[config.mk]
export PLATFORM = sky130hd
export DESIGN_NAME = ifetch_unit
export DESIGN_NICKNAME = d
export VERILOG_FILES = /design/src/rtl/riscv_pkg.sv /design/src/rtl/ifetch_buf.sv /design/src/rtl/ifetch_unit.sv
export SDC_FILE = /design/constraint.sdc
export NUM_CORES = 1
export LEC_CHECK = 0
export ABC_CLOCK_PERIOD_IN_PS = 1900
export BUFFER_PORTS_ARGS = -buffer_cell sky130_fd_sc_hd__buf_2
export CAP_MARGIN = 0
export CELL_PAD_IN_SITES_DETAIL_PLACEMENT = 1
export CELL_PAD_IN_SITES_GLOBAL_PLACEMENT = 1
export CORE_ASPECT_RATIO = 0.8
export CORE_MARGIN = 5
export CORE_UTILIZATION = 35
export CTS_BUF_LIST = sky130_fd_sc_hd__clkbuf_4 sky130_fd_sc_hd__clkbuf_8
export DETAILED_ROUTE_END_ITERATION = 8
export PLACE_DENSITY = 0.82
export SLEW_MARGIN = 25
export SYNTH_ARGS = -nofsm -noshare
export SYNTH_HDL_FRONTEND = slang
export SYNTH_SLANG_ARGS = --single-unit
[constraint.sdc]
create_clock -name i_clk -period 1.9 [get_ports i_clk]
set_input_delay 0.095 -clock i_clk [delete_from_list [all_inputs] [get_ports i_clk]]
set_output_delay 0.095 -clock i_clk [all_outputs]
set_load 0.01 [all_outputs]
[src/rtl/riscv_pkg.sv]
// Shared fetch-side definitions: datapath width, sequential PC step and the
// two-state fetch FSM encoding.
package riscv_pkg;

   localparam int XLEN = 32;
   localparam logic [XLEN-1:0] PC_STEP = 32'd4;

   typedef enum logic {
      S_REQ  = 1'b0,
      S_WAIT = 1'b1
   } fetch_state_t;

   // Instruction fetches are always word aligned, so the low two bits are dropped.
   function automatic logic [XLEN-1:0] alignWord(input logic [XLEN-1:0] addr);
      return {addr[XLEN-1:2], 2'b00};
   endfunction

endpackage

[src/rtl/ifetch_buf.sv]
// One-entry valid/ready holding register between instruction memory and decode.
// A flush beats a load, which beats a decode take.
module ifetch_buf
   import riscv_pkg::*;
(
   input  logic            i_clk,
   input  logic            i_rst_n,
   input  logic            i_flush,
   input  logic            i_load,
   input  logic [XLEN-1:0] i_instr,
   input  logic [XLEN-1:0] i_pc,
   input  logic            i_take,
   output logic            o_valid,
   output logic [XLEN-1:0] o_instr,
   output logic [XLEN-1:0] o_pc
);

   logic            r_valid;
   logic [XLEN-1:0] r_instr;
   logic [XLEN-1:0] r_pc;

   // Payload is only written on an accepted load, so it holds its last value while empty.
   always_ff @(posedge i_clk or negedge i_rst_n) begin
      if (!i_rst_n) begin
         r_valid <= 1'b0;
         r_instr <= '0;
         r_pc    <= '0;
      end else begin
         if (i_flush) begin
            r_valid <= 1'b0;
         end else if (i_load) begin
            r_valid <= 1'b1;
         end else if (i_take) begin
            r_valid <= 1'b0;
         end
         if (i_load && !i_flush) begin
            r_instr <= i_instr;
            r_pc    <= i_pc;
         end
      end
   end

   assign o_valid = r_valid;
   assign o_instr = r_instr;
   assign o_pc    = r_pc;

endmodule

[src/rtl/ifetch_unit.sv]
// Instruction fetch unit: owns the PC, issues one outstanding word fetch at a time
// and hands the result to decode; a branch redirect kills in-flight and buffered work.
module ifetch_unit
   import riscv_pkg::*;
#(
   parameter logic [XLEN-1:0] RESET_PC = 32'h0000_0000
) (
   input  logic            i_clk,
   input  logic            i_rst_n,
   input  logic            i_redirect,
   input  logic [XLEN-1:0] i_redirect_pc,
   output logic            o_imem_req,
   output logic [XLEN-1:0] o_imem_addr,
   input  logic            i_imem_gnt,
   input  logic            i_imem_rvalid,
   input  logic [XLEN-1:0] i_imem_rdata,
   output logic            o_instr_valid,
   output logic [XLEN-1:0] o_instr,
   output logic [XLEN-1:0] o_instr_pc,
   input  logic            i_instr_ready
);

   fetch_state_t    r_state;
   logic [XLEN-1:0] r_pc;
   logic            r_kill;

   logic            w_bufValid;
   logic            w_grant;
   logic            w_rsp;
   logic            w_load;
   logic            w_take;
   logic [XLEN-1:0] w_target;
   logic            w_unused;

   assign w_target = alignWord(i_redirect_pc);
   assign w_unused = &{1'b0, i_redirect_pc[1:0]};

   // A new request is only offered once decode has drained the buffer.
   assign o_imem_req  = (r_state == S_REQ) && !w_bufValid;
   assign o_imem_addr = r_pc;
   assign w_grant     = o_imem_req && i_imem_gnt;
   assign w_rsp       = (r_state == S_WAIT) && i_imem_rvalid;
   assign w_load      = w_rsp && !r_kill && !i_redirect;

   assign o_instr_valid = w_bufValid && !i_redirect;
   assign w_take        = o_instr_valid && i_instr_ready;

   always_ff @(posedge i_clk or negedge i_rst_n) begin
      if (!i_rst_n) begin
         r_state <= S_REQ;
         r_pc    <= RESET_PC;
         r_kill  <= 1'b0;
      end else if (i_redirect) begin
         r_pc <= w_target;
         case (r_state)
            S_REQ: begin
               if (w_grant) begin
                  r_state <= S_WAIT;
                  r_kill  <= 1'b1;
               end
            end
            S_WAIT: begin
               // A response landing in the redirect cycle is simply dropped.
               if (i_imem_rvalid) begin
                  r_state <= S_REQ;
                  r_kill  <= 1'b0;
               end else begin
                  r_kill <= 1'b1;
               end
            end
            default: r_state <= S_REQ;
         endcase
      end else begin
         case (r_state)
            S_REQ: begin
               if (w_grant) begin
                  r_state <= S_WAIT;
               end
            end
            S_WAIT: begin
               if (i_imem_rvalid) begin
                  r_state <= S_REQ;
                  if (r_kill) begin
                     r_kill <= 1'b0;
                  end else begin
                     r_pc <= r_pc + PC_STEP;
                  end
               end
            end
            default: r_state <= S_REQ;
         endcase
      end
   end

   ifetch_buf u_buf (
      .i_clk   (i_clk),
      .i_rst_n (i_rst_n),
      .i_flush (i_redirect),
      .i_load  (w_load),
      .i_instr (i_imem_rdata),
      .i_pc    (r_pc),
      .i_take  (w_take),
      .o_valid (w_bufValid),
      .o_instr (o_instr),
      .o_pc    (o_instr_pc)
   );

endmodule

==> out/metrics.csv <==
stage;metric;value;unit
worst_setup_path;required;2.22;ns
yosys;synth_area;0.00425;mm²
global_routing;grt_pass1_wl;23300;µm
clock_network;clock_path_buffers;2;
worst_setup_path;start_kind;register;
yosys;synthTopCellsByCount;dfrtp_1 (95), mux2_2 (64), nand2_1 (21), nor2_1 (20);
layout;final_nets;690;
yosys;avgSynthCellArea;12.0;µm²
power;leakage;2.95;nW
sta;finalMaxSlewViolations;0;
route;wire_per_inst;19.3;µm
route;drc;0;
layout;postLayoutCellArea;0.00648;mm²
yosys;synth_area_leaders;dfrtp_1 (56%), mux2_2 (17%), a31oi_1 (2.4%), o21ai_0 (1.9%), nand2_1 (1.9%);
yosys;synth_most_common_cell;dfrtp_1;
sta;min_period_over_period;105;%
placed_design;gp_congestion;0.808;
route;drt_iter0_drc;173;
clock_network;clock-sinks;95;
floorplan;rows;36;
route;via_count;3953;
route;ant_nets;0;
yosys;ys_ff_latch;95;
sta;maxSlewHeadroom;54.8;%
sta;rsz0062_at_grt;true;
flow_run;cap_violations;0;
placed_design;port-buffer-count;161;
floorplan;floorplan.initialDensity;35.3;%
global_routing;grt_max_degree;48;
worst_setup_path;critPathKind;register to register;
sta;layout_min_cycle_time;1.99;ns
sta;setup_violations;12;
global_routing;grt_overflow;0;
clock_network;clk_pin_slew;0.10;ns
yosys;synth_cell_types;40;
sta;fin_ws;-0.0946;ns
sta;fin_worst_skew;0.0147;ns
clock_network;cts_max_level;3;
run_status;status;finished, violations left;
clock_network;cts_buffers;9;
floorplan;coreArea;0.0120;mm²
global_routing;groute.usage.overall;20.6;%
worst_setup_path;cp_max_fo;5;
yosys;yosys_warnings;0;
placed_design;dp_cells;686;
power;power_density;1030;mW/mm²
layout;stdcell_count;778;
clock_network;cts_root_buf;clkbuf_8;
min_path;hp-class;input port to register;
floorplan;fp.dieH;109;µm
floorplan;die_w;133;µm
power;power;0.00669;W
worst_setup_path;crit_arrival;2.31;ns
yosys;synth_top_cell_by_area;dfrtp_1;
power;ir_drop;772;µV
yosys;async_reset_ff_share;100;%
sta;worst_pin_slew;0.678;ns
yosys;synth_cells;354;
floorplan;fp.dieArea;0.0145;mm²
sta;hold_viol;0;
sta;fin_setup_tns;-0.665;ns
placed_design;place_hpwl;9850;µm
yosys;synth_flop_cell;dfrtp_1;
global_routing;antenna_found_initial;1;
route;routed_wl;15000;µm
clock_network;cts_tree;yes;
route;first_pass_iters;4;
worst_setup_path;crit_path_end_kind;register;
clock_network;clk_latency;0.39;ns
route;routed_via_density;5.08;
sta;max_freq;501;MHz
layout;syn_to_final_growth;52.5;%
yosys;synth-seq-area-share;55.9;%
global_routing;grt_pass1_vias;4396;
yosys;yosysTopAreaCellShare;55.9;%
floorplan;ioPinCount;168;
yosys;synth_edf_count;0;
run_status;violations;setup timing;
placed_design;place_area;0.00548;mm²
layout;drive_above_1_share;50.2;%
==> cell type report <==
class,count,area (µm²)
Antenna cell,2,5.00
Clock buffer,13,173
Clock inverter,3,40.0
Fill cell,1292,5550
Inverter,5,18.8
Multi-Input combinational cell,235,1830
Sequential cell,95,2390
Tap cell,152,190
Timing Repair Buffer,273,1840
==> repair_timing <==
item,CTS,global route
endpoints found under the setup margin,18,40
gates cloned,0,1
setup buffers,6,3
pin swaps,6,7
gates resized for setup,3,13
hold buffers,64,0
endpoints found under the hold margin,108,0
==> power by group <==
| group | total [W] | leakage (nW) | switching (W) | internal, W |
|---|---|---|---|---|
| clock | 0.00143 | 0.113 | 0.000700 | 0.000727 |
| combinational | 0.00225 | 1.71 | 0.00109 | 0.00116 |
| sequential | 0.00301 | 1.12 | 0.000361 | 0.00265 |
| total | 0.00669 | 2.95 | 0.00215 | 0.00454 |
==> logic make-up (layout without fill, tap and decap cells) <==
| kind of cell | Yosys count | in the layout | share of synthesized area (%) |
|---|---|---|---|
| other cells | 1 | 6 | 0.0882 |
| simple gates | 103 | 104 | 13.3 |
| flops | 95 | 95 | 55.9 |
| fa+ha+maj | 1 | 1 | 0.294 |
| buf+inv | 28 | 294 | 3.27 |
| mux | 66 | 66 | 17.4 |
| xor+xnor | 11 | 11 | 2.27 |
| compound gates | 49 | 49 | 7.39 |
==> layer usage <==
layer	GRT usage, %	wire length, µm	vias up
li1	-	-	1816
met1	23.0	5860	1981
met2	37.5	7940	130
met3	6.88	887	26
met4	6.09	335	0
met5	0	0	-
==> metrics by stage <==
stage          hold slack [ns]  util [%]  setup slack (ns)
2_1_floorplan           -0.201         -           -0.0115
3_3_place_gp             0.161      45.6           -0.0746
3_5_place_dp             0.180      45.6            -0.147
4_1_cts                0.00740      53.2           -0.0918
5_1_grt                 0.0232      53.9            -0.129
6_report                0.0193      53.9           -0.0946
==> final timing paths <==
kind                                               start                             to  slack [ns]  cells past startpoint
max                                   r_kill$_DFFE_PN0P_    o_imem_addr[28]$_DFFE_PN0P_       -0.09                      5
min                                    i_redirect_pc[24]    o_imem_addr[24]$_DFFE_PN0P_        0.02                      3
max reg2reg                           r_kill$_DFFE_PN0P_    o_imem_addr[28]$_DFFE_PN0P_       -0.09                      5
min reg2reg                u_buf.o_instr[21]$_DFFE_PN0P_  u_buf.o_instr[21]$_DFFE_PN0P_        0.51                      1
max in group asynchronous                        i_rst_n     o_imem_addr[4]$_DFFE_PN0P_        0.92                      3
min in group asynchronous                        i_rst_n             r_kill$_DFFE_PN0P_        0.29                      2
==> placed cells by master, fill, tap and decap left out, types with 5 or more instances in the layout <==
| cell type | instances |
|---|---|
| clkbuf_8 | 12 |
| buf_2 | 160 |
| or4_4 | 5 |
| or3_1 | 10 |
| dfrtp_1 | 88 |
| nor2_1 | 19 |
| nand3_1 | 11 |
| xnor2_1 | 8 |
| nand2_1 | 20 |
| nand4_1 | 8 |
| dlygate4sd3_1 | 64 |
| a31oi_1 | 16 |
| mux2_2 | 64 |
| o31ai_1 | 9 |
| dfrtp_2 | 7 |
| buf_4 | 45 |
| o21ai_0 | 14 |
| or4_1 | 7 |
==> critical path, stage by stage (launching register included) <==
cell	delay (ns)
dfrtp_1	0.40
nand3b_1	0.24
buf_6	0.18
or4_4	0.54
or4_1	0.41
a31oi_1	0.15
==> registers in the layout, summed over array words and instances, names as in the netlist <==
signal,cells
o_imem_addr,30
r_kill,1
r_state,1
u_buf.o_instr,32
u_buf.o_pc,30
u_buf.o_valid,1
(Power assumes the default switching activity.)
